File: src/rtl/spram_march_bist_if.sv
// Word-wide single-port SRAM bus between the March BIST initiator and the SPRAM.
// The initiator drives the request side; the memory returns read data one cycle later.
interface spram_march_bist_if;
    localparam int unsigned AW = 22;
    localparam int unsigned DW = 32;

    logic [3:0]    mem_wen;
    logic [AW-1:0] mem_addr;
    logic [DW-1:0] mem_wdata;
    logic [DW-1:0] mem_rdata;

    modport master (output mem_wen, output mem_addr, output mem_wdata, input mem_rdata);
    modport slave  (input mem_wen, input mem_addr, input mem_wdata, output mem_rdata);
endinterface

File: src/rtl/spram_march_bist.sv
// Four-element March BIST for the SPRAM word window: M0 w, M1 r/w~, M2 (down) r~/w, M3 r.
// Reports pass/fail with the first failing address and the word read there.
module spram_march_bist #(
    parameter int unsigned WORDS   = 16384,
    parameter logic [31:0] PATTERN = 32'h5555_5555
) (
    input  logic                      clk,
    input  logic                      resetn,
    input  logic                      start,
    input  logic                      abort,
    output logic                      busy,
    output logic                      done,
    output logic                      pass,
    output logic [21:0]               fail_addr,
    output logic [31:0]               fail_data,
    spram_march_bist_if.master        bus
);
    localparam int unsigned AW      = 22;
    localparam int unsigned DW      = 32;
    localparam logic [AW-1:0] LAST  = AW'(WORDS - 1);
    localparam logic [3:0]  WEN_ALL = 4'hF;

    typedef enum logic [2:0] {IDLE, M0, M1, M2, M3, DRAIN, FIN} state_t;

    state_t        state_q, state_d;
    logic [AW-1:0] addr_q, addr_d;
    logic [3:0]    wen_q, wen_d;
    logic [DW-1:0] wdata_q, wdata_d;
    logic          wr_q, wr_d;
    logic [AW-1:0] prev_q, prev_d;
    logic          prev_vld_q, prev_vld_d;
    logic          busy_d, done_d, pass_d;
    logic [AW-1:0] fail_addr_d;
    logic [DW-1:0] fail_data_d;
    logic          mismatch_c;
    logic [AW-1:0] chk_addr_c;

    assign bus.mem_addr  = addr_q;
    assign bus.mem_wen   = wen_q;
    assign bus.mem_wdata = wdata_q;

    // State and registered bus/status outputs
    always_ff @(posedge clk or negedge resetn) begin
        if (!resetn) begin
            state_q    <= IDLE;
            addr_q     <= '0;
            wen_q      <= '0;
            wdata_q    <= '0;
            wr_q       <= 1'b0;
            prev_q     <= '0;
            prev_vld_q <= 1'b0;
            busy       <= 1'b0;
            done       <= 1'b0;
            pass       <= 1'b0;
            fail_addr  <= '0;
            fail_data  <= '0;
        end else begin
            state_q    <= state_d;
            addr_q     <= addr_d;
            wen_q      <= wen_d;
            wdata_q    <= wdata_d;
            wr_q       <= wr_d;
            prev_q     <= prev_d;
            prev_vld_q <= prev_vld_d;
            busy       <= busy_d;
            done       <= done_d;
            pass       <= pass_d;
            fail_addr  <= fail_addr_d;
            fail_data  <= fail_data_d;
        end
    end

    // Next-state, next-bus and read-check logic
    always_comb begin
        state_d     = state_q;
        addr_d      = addr_q;
        wen_d       = '0;
        wdata_d     = '0;
        wr_d        = 1'b0;
        prev_d      = prev_q;
        prev_vld_d  = 1'b0;
        busy_d      = busy;
        done_d      = done;
        pass_d      = pass;
        fail_addr_d = fail_addr;
        fail_data_d = fail_data;
        mismatch_c  = 1'b0;
        chk_addr_c  = addr_q;

        // Read data arriving now belongs to the read issued one cycle earlier
        case (state_q)
            M1:      mismatch_c = wr_q && (bus.mem_rdata != PATTERN);
            M2:      mismatch_c = wr_q && (bus.mem_rdata != ~PATTERN);
            M3, DRAIN: begin
                mismatch_c = prev_vld_q && (bus.mem_rdata != PATTERN);
                chk_addr_c = prev_q;
            end
            default: mismatch_c = 1'b0;
        endcase

        case (state_q)
            IDLE: begin
                if (start) begin
                    state_d     = M0;
                    addr_d      = '0;
                    wen_d       = WEN_ALL;
                    wdata_d     = PATTERN;
                    busy_d      = 1'b1;
                    done_d      = 1'b0;
                    pass_d      = 1'b0;
                    fail_addr_d = '0;
                    fail_data_d = '0;
                end
            end
            M0: begin
                if (addr_q == LAST) begin
                    state_d = M1;
                    addr_d  = '0;
                end else begin
                    addr_d  = addr_q + AW'(1);
                    wen_d   = WEN_ALL;
                    wdata_d = PATTERN;
                end
            end
            M1: begin
                if (!wr_q) begin
                    wr_d    = 1'b1;
                    wen_d   = WEN_ALL;
                    wdata_d = ~PATTERN;
                end else if (!mismatch_c) begin
                    if (addr_q == LAST) state_d = M2;
                    else                addr_d  = addr_q + AW'(1);
                end
            end
            M2: begin
                if (!wr_q) begin
                    wr_d    = 1'b1;
                    wen_d   = WEN_ALL;
                    wdata_d = PATTERN;
                end else if (!mismatch_c) begin
                    if (addr_q == '0) state_d = M3;
                    else              addr_d  = addr_q - AW'(1);
                end
            end
            M3: begin
                prev_d     = addr_q;
                prev_vld_d = 1'b1;
                if (!mismatch_c) begin
                    if (addr_q == LAST) begin
                        state_d = DRAIN;
                        addr_d  = '0;
                    end else begin
                        addr_d  = addr_q + AW'(1);
                    end
                end
            end
            DRAIN: begin
                if (!mismatch_c) begin
                    state_d = FIN;
                    busy_d  = 1'b0;
                    done_d  = 1'b1;
                    pass_d  = 1'b1;
                end
            end
            FIN:     state_d = IDLE;
            default: state_d = IDLE;
        endcase

        // First mismatch ends the run; the write on the bus this cycle still lands
        if (mismatch_c) begin
            state_d     = FIN;
            addr_d      = '0;
            wen_d       = '0;
            wdata_d     = '0;
            wr_d        = 1'b0;
            busy_d      = 1'b0;
            done_d      = 1'b1;
            pass_d      = 1'b0;
            fail_addr_d = chk_addr_c;
            fail_data_d = bus.mem_rdata;
        end

        if (abort) begin
            state_d    = IDLE;
            addr_d     = '0;
            wen_d      = '0;
            wdata_d    = '0;
            wr_d       = 1'b0;
            prev_vld_d = 1'b0;
            busy_d     = 1'b0;
            done_d     = 1'b0;
            pass_d     = 1'b0;
        end
    end
endmodule

File: src/flat_wrapper.sv
// flat-port wrapper written by rule: the top's interface ports become plain ports
module spram_march_bist_flat 
#(
    parameter int unsigned WORDS   = 16384,
    parameter logic [31:0] PATTERN = 32'h5555_5555
)
  (clk, resetn, start, abort, busy, done, pass, fail_addr, fail_data, bus_mem_wen, bus_mem_addr, bus_mem_wdata, bus_mem_rdata);
  spram_march_bist_if bus_i ();
  input  logic clk;
  input  logic resetn;
  input  logic start;
  input  logic abort;
  output logic busy;
  output logic done;
  output logic pass;
  output logic [21:0] fail_addr;
  output logic [31:0] fail_data;
  output wire logic [$bits(bus_i.mem_wen)-1:0] bus_mem_wen;
  output wire logic [$bits(bus_i.mem_addr)-1:0] bus_mem_addr;
  output wire logic [$bits(bus_i.mem_wdata)-1:0] bus_mem_wdata;
  input wire logic [$bits(bus_i.mem_rdata)-1:0] bus_mem_rdata;
  assign bus_mem_wen = bus_i.mem_wen;
  assign bus_mem_addr = bus_i.mem_addr;
  assign bus_mem_wdata = bus_i.mem_wdata;
  assign bus_i.mem_rdata = bus_mem_rdata;
  spram_march_bist #(.WORDS(WORDS), .PATTERN(PATTERN)) u_core (.clk(clk), .resetn(resetn), .start(start), .abort(abort), .busy(busy), .done(done), .pass(pass), .fail_addr(fail_addr), .fail_data(fail_data), .bus(bus_i));
endmodule
File: config.mk
export PLATFORM = sky130hd
export DESIGN_NAME = spram_march_bist_flat
export DESIGN_NICKNAME = d
export VERILOG_FILES = /design/src/rtl/spram_march_bist_if.sv /design/src/rtl/spram_march_bist.sv /design/src/flat_wrapper.sv
export SDC_FILE = /design/constraint.sdc
export NUM_CORES = 1
export LEC_CHECK = 0
export BUFFER_PORTS_ARGS = -buffer_cell sky130_fd_sc_hd__buf_2
export CAP_MARGIN = 20
export CORE_MARGIN = 4
export CORE_UTILIZATION = 59
export CTS_CLUSTER_DIAMETER = 50
export CTS_CLUSTER_SIZE = 40
export DETAILED_ROUTE_END_ITERATION = 12
export GPL_TIMING_DRIVEN = 0
export PLACE_DENSITY = 0.95
export SLEW_MARGIN = 20
export SYNTH_ARGS = -nofsm -noshare
export SYNTH_HDL_FRONTEND = slang
export SYNTH_SLANG_ARGS = --single-unit
File: constraint.sdc
create_clock -name clk -period 4.34 [get_ports clk]
set_input_delay 0.217 -clock clk [delete_from_list [all_inputs] [get_ports clk]]
set_output_delay 0.217 -clock clk [all_outputs]
set_load 0.01 [all_outputs]
# Word level (Yosys, flattened, before mapping)
# Cells that the tools add are included.
[op_classes]
bitwise_logic = 0
n_addsub = 2
n_eq_ne = 17
div = 0
shift = 0
mul = 0
order_cmp = 0
muxes = 55
reduce_logical = 16
[op_table]
columns = ["cell", "n"]
rows = [
  ["22-bit two-way mux", 11],
  ["32-bit two-way mux", 6],
  ["32-bit one-hot mux with 4 select lines", 1],
  ["31-bit two-way mux", 3],
  ["22-bit one-hot mux with 4 select lines", 1],
  ["32-bit by 31-bit inequality test with 1-bit output (second input constant)", 1],
  ["32-bit inequality test (second input constant)", 1],
  ["3-bit two-way mux", 9],
  ["4-bit by 2-bit inequality test with 1-bit output (second input constant)", 6],
  ["22-bit by 1-bit adder with 22-bit output (second input constant)", 1],
  ["22-bit by 14-bit == test with 1-bit output (second input constant)", 1],
  ["22-bit logical NOT", 1],
  ["22-bit by 1-bit subtractor with 22-bit output (second input constant)", 1],
  ["4-bit two-way mux", 5],
  ["3-bit one-hot mux with 6 select lines", 1],
  ["1-bit two-way mux", 14],
  ["4-bit by 3-bit inequality test with 1-bit output (second input constant)", 3],
  ["4-bit one-hot mux with 3 select lines", 1],
  ["7-bit AND reduction", 1],
  ["3-bit by 2-bit == test with 1-bit output (second input constant)", 2],
  ["3-bit == test (second input constant)", 2],
  ["6-bit AND reduction", 1],
  ["6-bit nonzero test", 1],
  ["2-bit OR reduction", 3],
  ["8 further kinds", 13],
]
[word_totals]
register_bits = 142
in_bits = 36
n_memories = 0
latch_bits = 0
mem_bits_rw = 0
output_inout_bits = 115
mem_bits_ro = 0
word_cells = 102

# Depth between registers and ports, before layout
[depth]
ltp_word = 6
mapped_depth = 11
depth_no_buf = 8

# Worst setup path before layout
# OpenSTA, ideal clock, no wires.
[synth_path]
path_type = "reg-to-reg"
start = "reg u_core.addr_q[0], in the netlist u_core.bus.mem_addr[0]"
end = "reg u_core.addr_q[8], in the netlist u_core.bus.mem_addr[8]"
path_buffers = 3
path_stages_with_launch = 12
setup_ns = 0.067
synth_period_minus_slack_ns = 2.365
required_time_ns = 4.273
setup_slack_ns = 1.975
arrival_ns = 2.298
path_cell_list = "dfrtp_1 -> clkbuf_1 -> inv_1 -> ha_1 -> nor3b_1 -> and2_1 -> nand4_1 -> o21ba_2 -> buf_6 -> nor2_4 -> buf_4 -> a32o_1"
[synth_via]
elab_chain_len = 6
elab_cells_between_ends = 15
classes_between = "add/sub (2); eq/ne (3); mux (8); reduce/logical (2)"
[synth_rtl]
columns = ["item", "line_no", "rtl"]
rows = [
  ["from (decl)", "spram_march_bist.sv:26", "logic [AW-1:0] addr_q, addr_d;"],
  ["from (signal assigned)", "spram_march_bist.sv:59", "addr_q <= addr_d;"],
  ["22-bit by 1-bit subtractor with 22-bit output / 22-bit by 1-bit adder with 22-bit output (equally long branches)", "-", ""],
  ["22-bit two-way mux (on tied branches)", "spram_march_bist.sv:141, spram_march_bist.sv:131", ""],
  ["22-bit two-way mux (on tied branches)", "spram_march_bist.sv:136, spram_march_bist.sv:126", ""],
  ["22-bit one-hot mux with 4 select lines", "spram_march_bist.sv:101", "case (state_q)"],
  ["22-bit two-way mux", "spram_march_bist.sv:170", "if (mismatch_c) begin"],
  ["22-bit two-way mux", "spram_march_bist.sv:183", "if (abort) begin"],
]
# Several ways; a longest one is shown, not always the timed one. The select of a mux whose other input is x is not followed.
# A chain may end at the register's enable or synchronous reset.

# Final worst setup path
[layout_path]
start = "reg u_core.addr_q[0], in the netlist u_core.bus.mem_addr[0]"
end = "reg u_core.addr_q[6], in the netlist u_core.bus.mem_addr[6]"
# The elaborated chain is that of the path after synthesis.

==> flow_results.org <==
** Logic synthesis
- Post-synthesis instance total :: 708
- The number of different library cells used by synthesis comes to 69.
- By area the synthesized netlist is led by sky130_fd_sc_hd__dfrtp_1 (43%), sky130_fd_sc_hd__nand2_1 (8.5%), sky130_fd_sc_hd__a21oi_1 (4.8%), sky130_fd_sc_hd__buf_4 (4.5%), sky130_fd_sc_hd__o21ai_0 (3.7%).
- Sequential elements use 43.0% of the synthesized area.
- Most instantiated library cell after synthesis :: sky130_fd_sc_hd__nand2_1
- Counting flops with an async set or reset pin after synthesis yields a share of 100%.
- Number of flip-flops and latches in the synthesized netlist :: 109
- The synthesized design contains 0 enable-type register cells.
- Of the post-synthesis cell area, the dominant cell type holds 43.0%.
- Number of warning messages in the yosys log :: 0
- Mean cell area of the mapped netlist :: 8.95 µm²
- Counting instances in the post-synthesis netlist gives the leading cell types as sky130_fd_sc_hd__nand2_1 (143), sky130_fd_sc_hd__dfrtp_1 (109), sky130_fd_sc_hd__a21oi_1 (61).
- Of all cell types, the one taking the most synthesized area is sky130_fd_sc_hd__dfrtp_1.
- Synthesized Nets :: 746
- After synthesis the cells add up to 0.00634 mm².
- For this run, the leading register cell type out of synthesis is sky130_fd_sc_hd__dfrtp_1.

** Clocking
- Clock tree synthesis selected as its root buffer the cell sky130_fd_sc_hd__clkbuf_8.
- Cts repair resizes :: 0
- Number of sinks on the clock net :: 109
- Number of buffers created by CTS :: 9
- After clock tree synthesis, the clock-pin slew on the worst setup and hold paths is 0.11 ns.
- Buffers inserted to repair hold after CTS numbered 1.
- In this run the number of H-tree levels came out at 3.
- TritonCTS built the clock tree.
- Clock latency on the worst-skew pair :: 0.38 ns
- Buffer depth of the longest clock path :: 2
- The number of setup buffers added after CTS is 0.

** Routing
- Initial DRC Count :: 763
- Via count :: 6263
- Once detail routing completed, the nets flagged for antenna violations numbered 0.
- Number of vias per cell :: 6.19
- The pre-antenna-repair detailed-routing pass consisted of 6 iterations.
- In the final routing, the length of wire on met1 measures 7320 µm.
- After detailed routing, the number of remaining DRC violations is 0.
- Summed over all nets, wire length on met2 after detailed routing comes to 8690 µm.
- Dividing the detail-routed wire length by the instance count gives 18.6 µm.
- Top Layer Used :: met4
- Wire segments on met3 add up to 2100 µm in the final route.
- The routed design has 18800 µm of wire.

** Power
- Share of total power in combinational logic :: 13.4%
- Sw Ratio :: 28.7%
- Total power :: 1.89 mW
- The share of total power dissipated in sequential elements is 54.5%.
- IR analysis of the VDD net gives a maximum drop of 214 µV.
- Clk network pwr share :: 32.1%
- Leakage power summed over all cells :: 3.67 nW
- Dividing total power by cell area gives a power density of 252 mW/mm².
- Internal power comes to 1.35 mW.
- Net switching component of the power :: 541 µW

** Placement
- The congestion estimate from routability-driven global placement came to 0.975.
- The count of buffers added on input and output ports is 150.
- Place WS :: 1.42 ns
- The HPWL after detailed placement is 14000 µm.

** STA
- Setup violators final :: 0
- Setup TNS Final :: 0 ns
- Slew at the pin closest to its max-slew limit :: 1.02 ns
- Across all hold checks on the routed design, the worst slack comes to 0.0509 ns.
- Worst slew margin relative to its limit :: 31.7%
- The final-report hold violation count was 0.
- Shortest period the worst path allows :: 3.08 ns
- Min setup slack post-route :: 1.26 ns
- Timing-limited maximum frequency :: 0.325 GHz
- Worst clock skew :: 0.0119 ns
- Final worst-path cycle share :: 71.0%
- The total count of max-transition violations in the final report is 0.
- Setup repair after global routing left no endpoint under its margin.

** Min path
- Number of cells on the worst hold path :: 2
- Worst Hold Endpoint :: u_core.state_q[1]
- The startpoint identified for the worst hold timing path is abort.
- Hold Path Class :: input pin to flip-flop

** Finish
- Compared with the post-synthesis result, the final layout area differs by 18.1%.
- The number of antenna diodes in the final layout is 0.
- Net count of the finished layout :: 909
- Layout cells sized above 1 :: 29.3%
- Measured on the finished design, the core utilization comes to 72.2%.
- The layout has 780 filler cells.

** Worst setup path
- In this run the critical register-to-register path is captured at u_core.bus.mem_addr[6].
- Setup slack, reg-to-reg :: 1.26 ns
- Largest fanout on the critical path :: 10
- FF-to-FF path depth :: 11
- Critical path type :: flip-flop to flip-flop
- STA puts the critical path data required time at 4.66 ns.
- The worst setup path is captured at a flip-flop.
- In this run the worst setup path begins at u_core.bus.mem_addr[0].
- The startpoint identified for the worst register-to-register timing path is u_core.bus.mem_addr[0].
- STA classifies the critical path startpoint as a flip-flop.
- Data arrival time of the critical path :: 3.40 ns

** Global routing
- Global routing finished with a remaining overflow of 0.
- The first global-routing pass estimated 30300 µm of wire.
- The initial antenna violation count was 0.
- Across every metal layer, demand over resource in global routing totals 29.8%.
- Pin count of the biggest net entering global routing :: 85
- The number of global-route vias before repair came to 5922.

** Status
- The flow ran to the end, and the final reports show no timing, DRC or antenna violations.

** Die
- The core region is 0.0104 mm².
- During I/O placement, the number of pins put on the boundary was 151.
- Initial core utilization :: 61.1%
- The die covers 0.0125 mm².
- Measured along the y axis, the die boundary spans 112 µm.
- The floorplan has 37 rows.
- The die is 112 µm wide.

** Job
- MaxCap Viol Count :: 0
routing by layer:
layer	GRT usage [%]	vias up
li1	-	2853
met1	39.6	2927
met2	47.0	415
met3	8.26	68
met4	10.9	0
met5	0	-
power groups by stage:
stage	registers, mW	logic, mW	clock network [mW]
detailed placement	1.05	0.247	0
finish	1.03	0.253	0.605
global placement	1.05	0.241	0
CTS	1.03	0.248	0.605
global route	1.03	0.274	0.643
floorplan	1.05	0.141	0
critical path, stage by stage, from the launching register on:
cell and delay [ns]:
sky130_fd_sc_hd__dfrtp_1 0.41, sky130_fd_sc_hd__clkbuf_1 0.20, sky130_fd_sc_hd__inv_1 0.20, sky130_fd_sc_hd__ha_1 0.22, sky130_fd_sc_hd__nor3b_1 0.51, sky130_fd_sc_hd__and2_1 0.26, sky130_fd_sc_hd__nand4_1 0.22, sky130_fd_sc_hd__o21ba_2 0.28
sky130_fd_sc_hd__buf_6 0.14, sky130_fd_sc_hd__nor2_4 0.19, sky130_fd_sc_hd__buf_4 0.22, sky130_fd_sc_hd__a32o_1 0.16
cells in the final DEF, fill, tap and decap left out, types with 5 or more instances in the layout:
cell / count
sky130_fd_sc_hd__buf_2: 160
sky130_fd_sc_hd__nand2_1: 143
sky130_fd_sc_hd__dfrtp_1: 109
sky130_fd_sc_hd__a21oi_1: 61
sky130_fd_sc_hd__o21ai_0: 47
sky130_fd_sc_hd__buf_4: 38
sky130_fd_sc_hd__clkbuf_1: 30
sky130_fd_sc_hd__nor2_1: 29
sky130_fd_sc_hd__mux2i_1: 19
sky130_fd_sc_hd__clkbuf_8: 18
sky130_fd_sc_hd__nor3_1: 16
sky130_fd_sc_hd__nor4bb_1: 16
sky130_fd_sc_hd__a32o_1: 14
sky130_fd_sc_hd__inv_1: 12
sky130_fd_sc_hd__nand4_1: 9
sky130_fd_sc_hd__nand3_1: 8
sky130_fd_sc_hd__o32ai_1: 8
sky130_fd_sc_hd__o221ai_1: 8
sky130_fd_sc_hd__o211ai_1: 6
sky130_fd_sc_hd__a221o_1: 6
sky130_fd_sc_hd__buf_1: 5
sky130_fd_sc_hd__or4_1: 5
sky130_fd_sc_hd__nor4_1: 5
sky130_fd_sc_hd__a22o_1: 5
sky130_fd_sc_hd__and3_1: 5
flip-flops by register name, indices dropped and copies added, names as in the netlist:
signal and cells:
u_core.fail_data 32, u_core.busy 1, u_core.prev_q 22, u_core.fail_addr 22, u_core.done 1, u_core.prev_vld_q 1, u_core.state_q 3, u_core.bus.mem_wdata 2
u_core.pass 1, u_core.wr_q 1, u_core.bus.mem_wen 1, u_core.bus.mem_addr 22
area by class of cell:
| cell class | instances | area (µm²) | area share [%] |
|---|---|---|---|
| plain buffers | 95 | 609 | 8.14 |
| clock buffers | 10 | 138 | 1.84 |
| clock inverters | 5 | 43.8 | 0.585 |
| inverters | 12 | 45.0 | 0.602 |
| multi-input cells | 492 | 2950 | 39.5 |
| flip-flops and latches | 109 | 2730 | 36.5 |
| well taps | 136 | 170 | 2.27 |
| repair buffers | 152 | 795 | 10.6 |
per-stage QoR:
stage | instance area [µm²] | instances
after detailed placement | 7290 | 995
after floorplan | 6340 | 708
after global placement | 7260 | 994
final | 7480 | 1011
after CTS | 7480 | 1011
after global routing | 7480 | 1011
how the worst max path moves through the flow:
stage | end | slack, ns | depth (start not counted)
floorplan | u_core.bus.mem_addr[8] | 1.98 | 11
global placement | u_core.bus.mem_addr[17] | 1.42 | 11
detailed placement | u_core.bus.mem_addr[6] | 1.42 | 11
CTS | u_core.bus.mem_addr[6] | 1.36 | 11
global route | u_core.bus.mem_addr[6] | 1.11 | 11
finish | u_core.bus.mem_addr[6] | 1.26 | 11
logic make-up (layout without fill, tap and decap cells):
logic type,after synthesis,in the layout,share of synthesized area (%)
and+or+nand+nor,272,272,21.8
AOI/OAI and AO/OA,194,194,20.8
DFF,109,109,43.0
buffers and inverters,107,274,10.3
muxes,19,19,3.00
xor gates and xnor gates,5,5,0.691
adders and majority gates,2,2,0.395
Note: power is estimated with default switching activity, not from simulation.
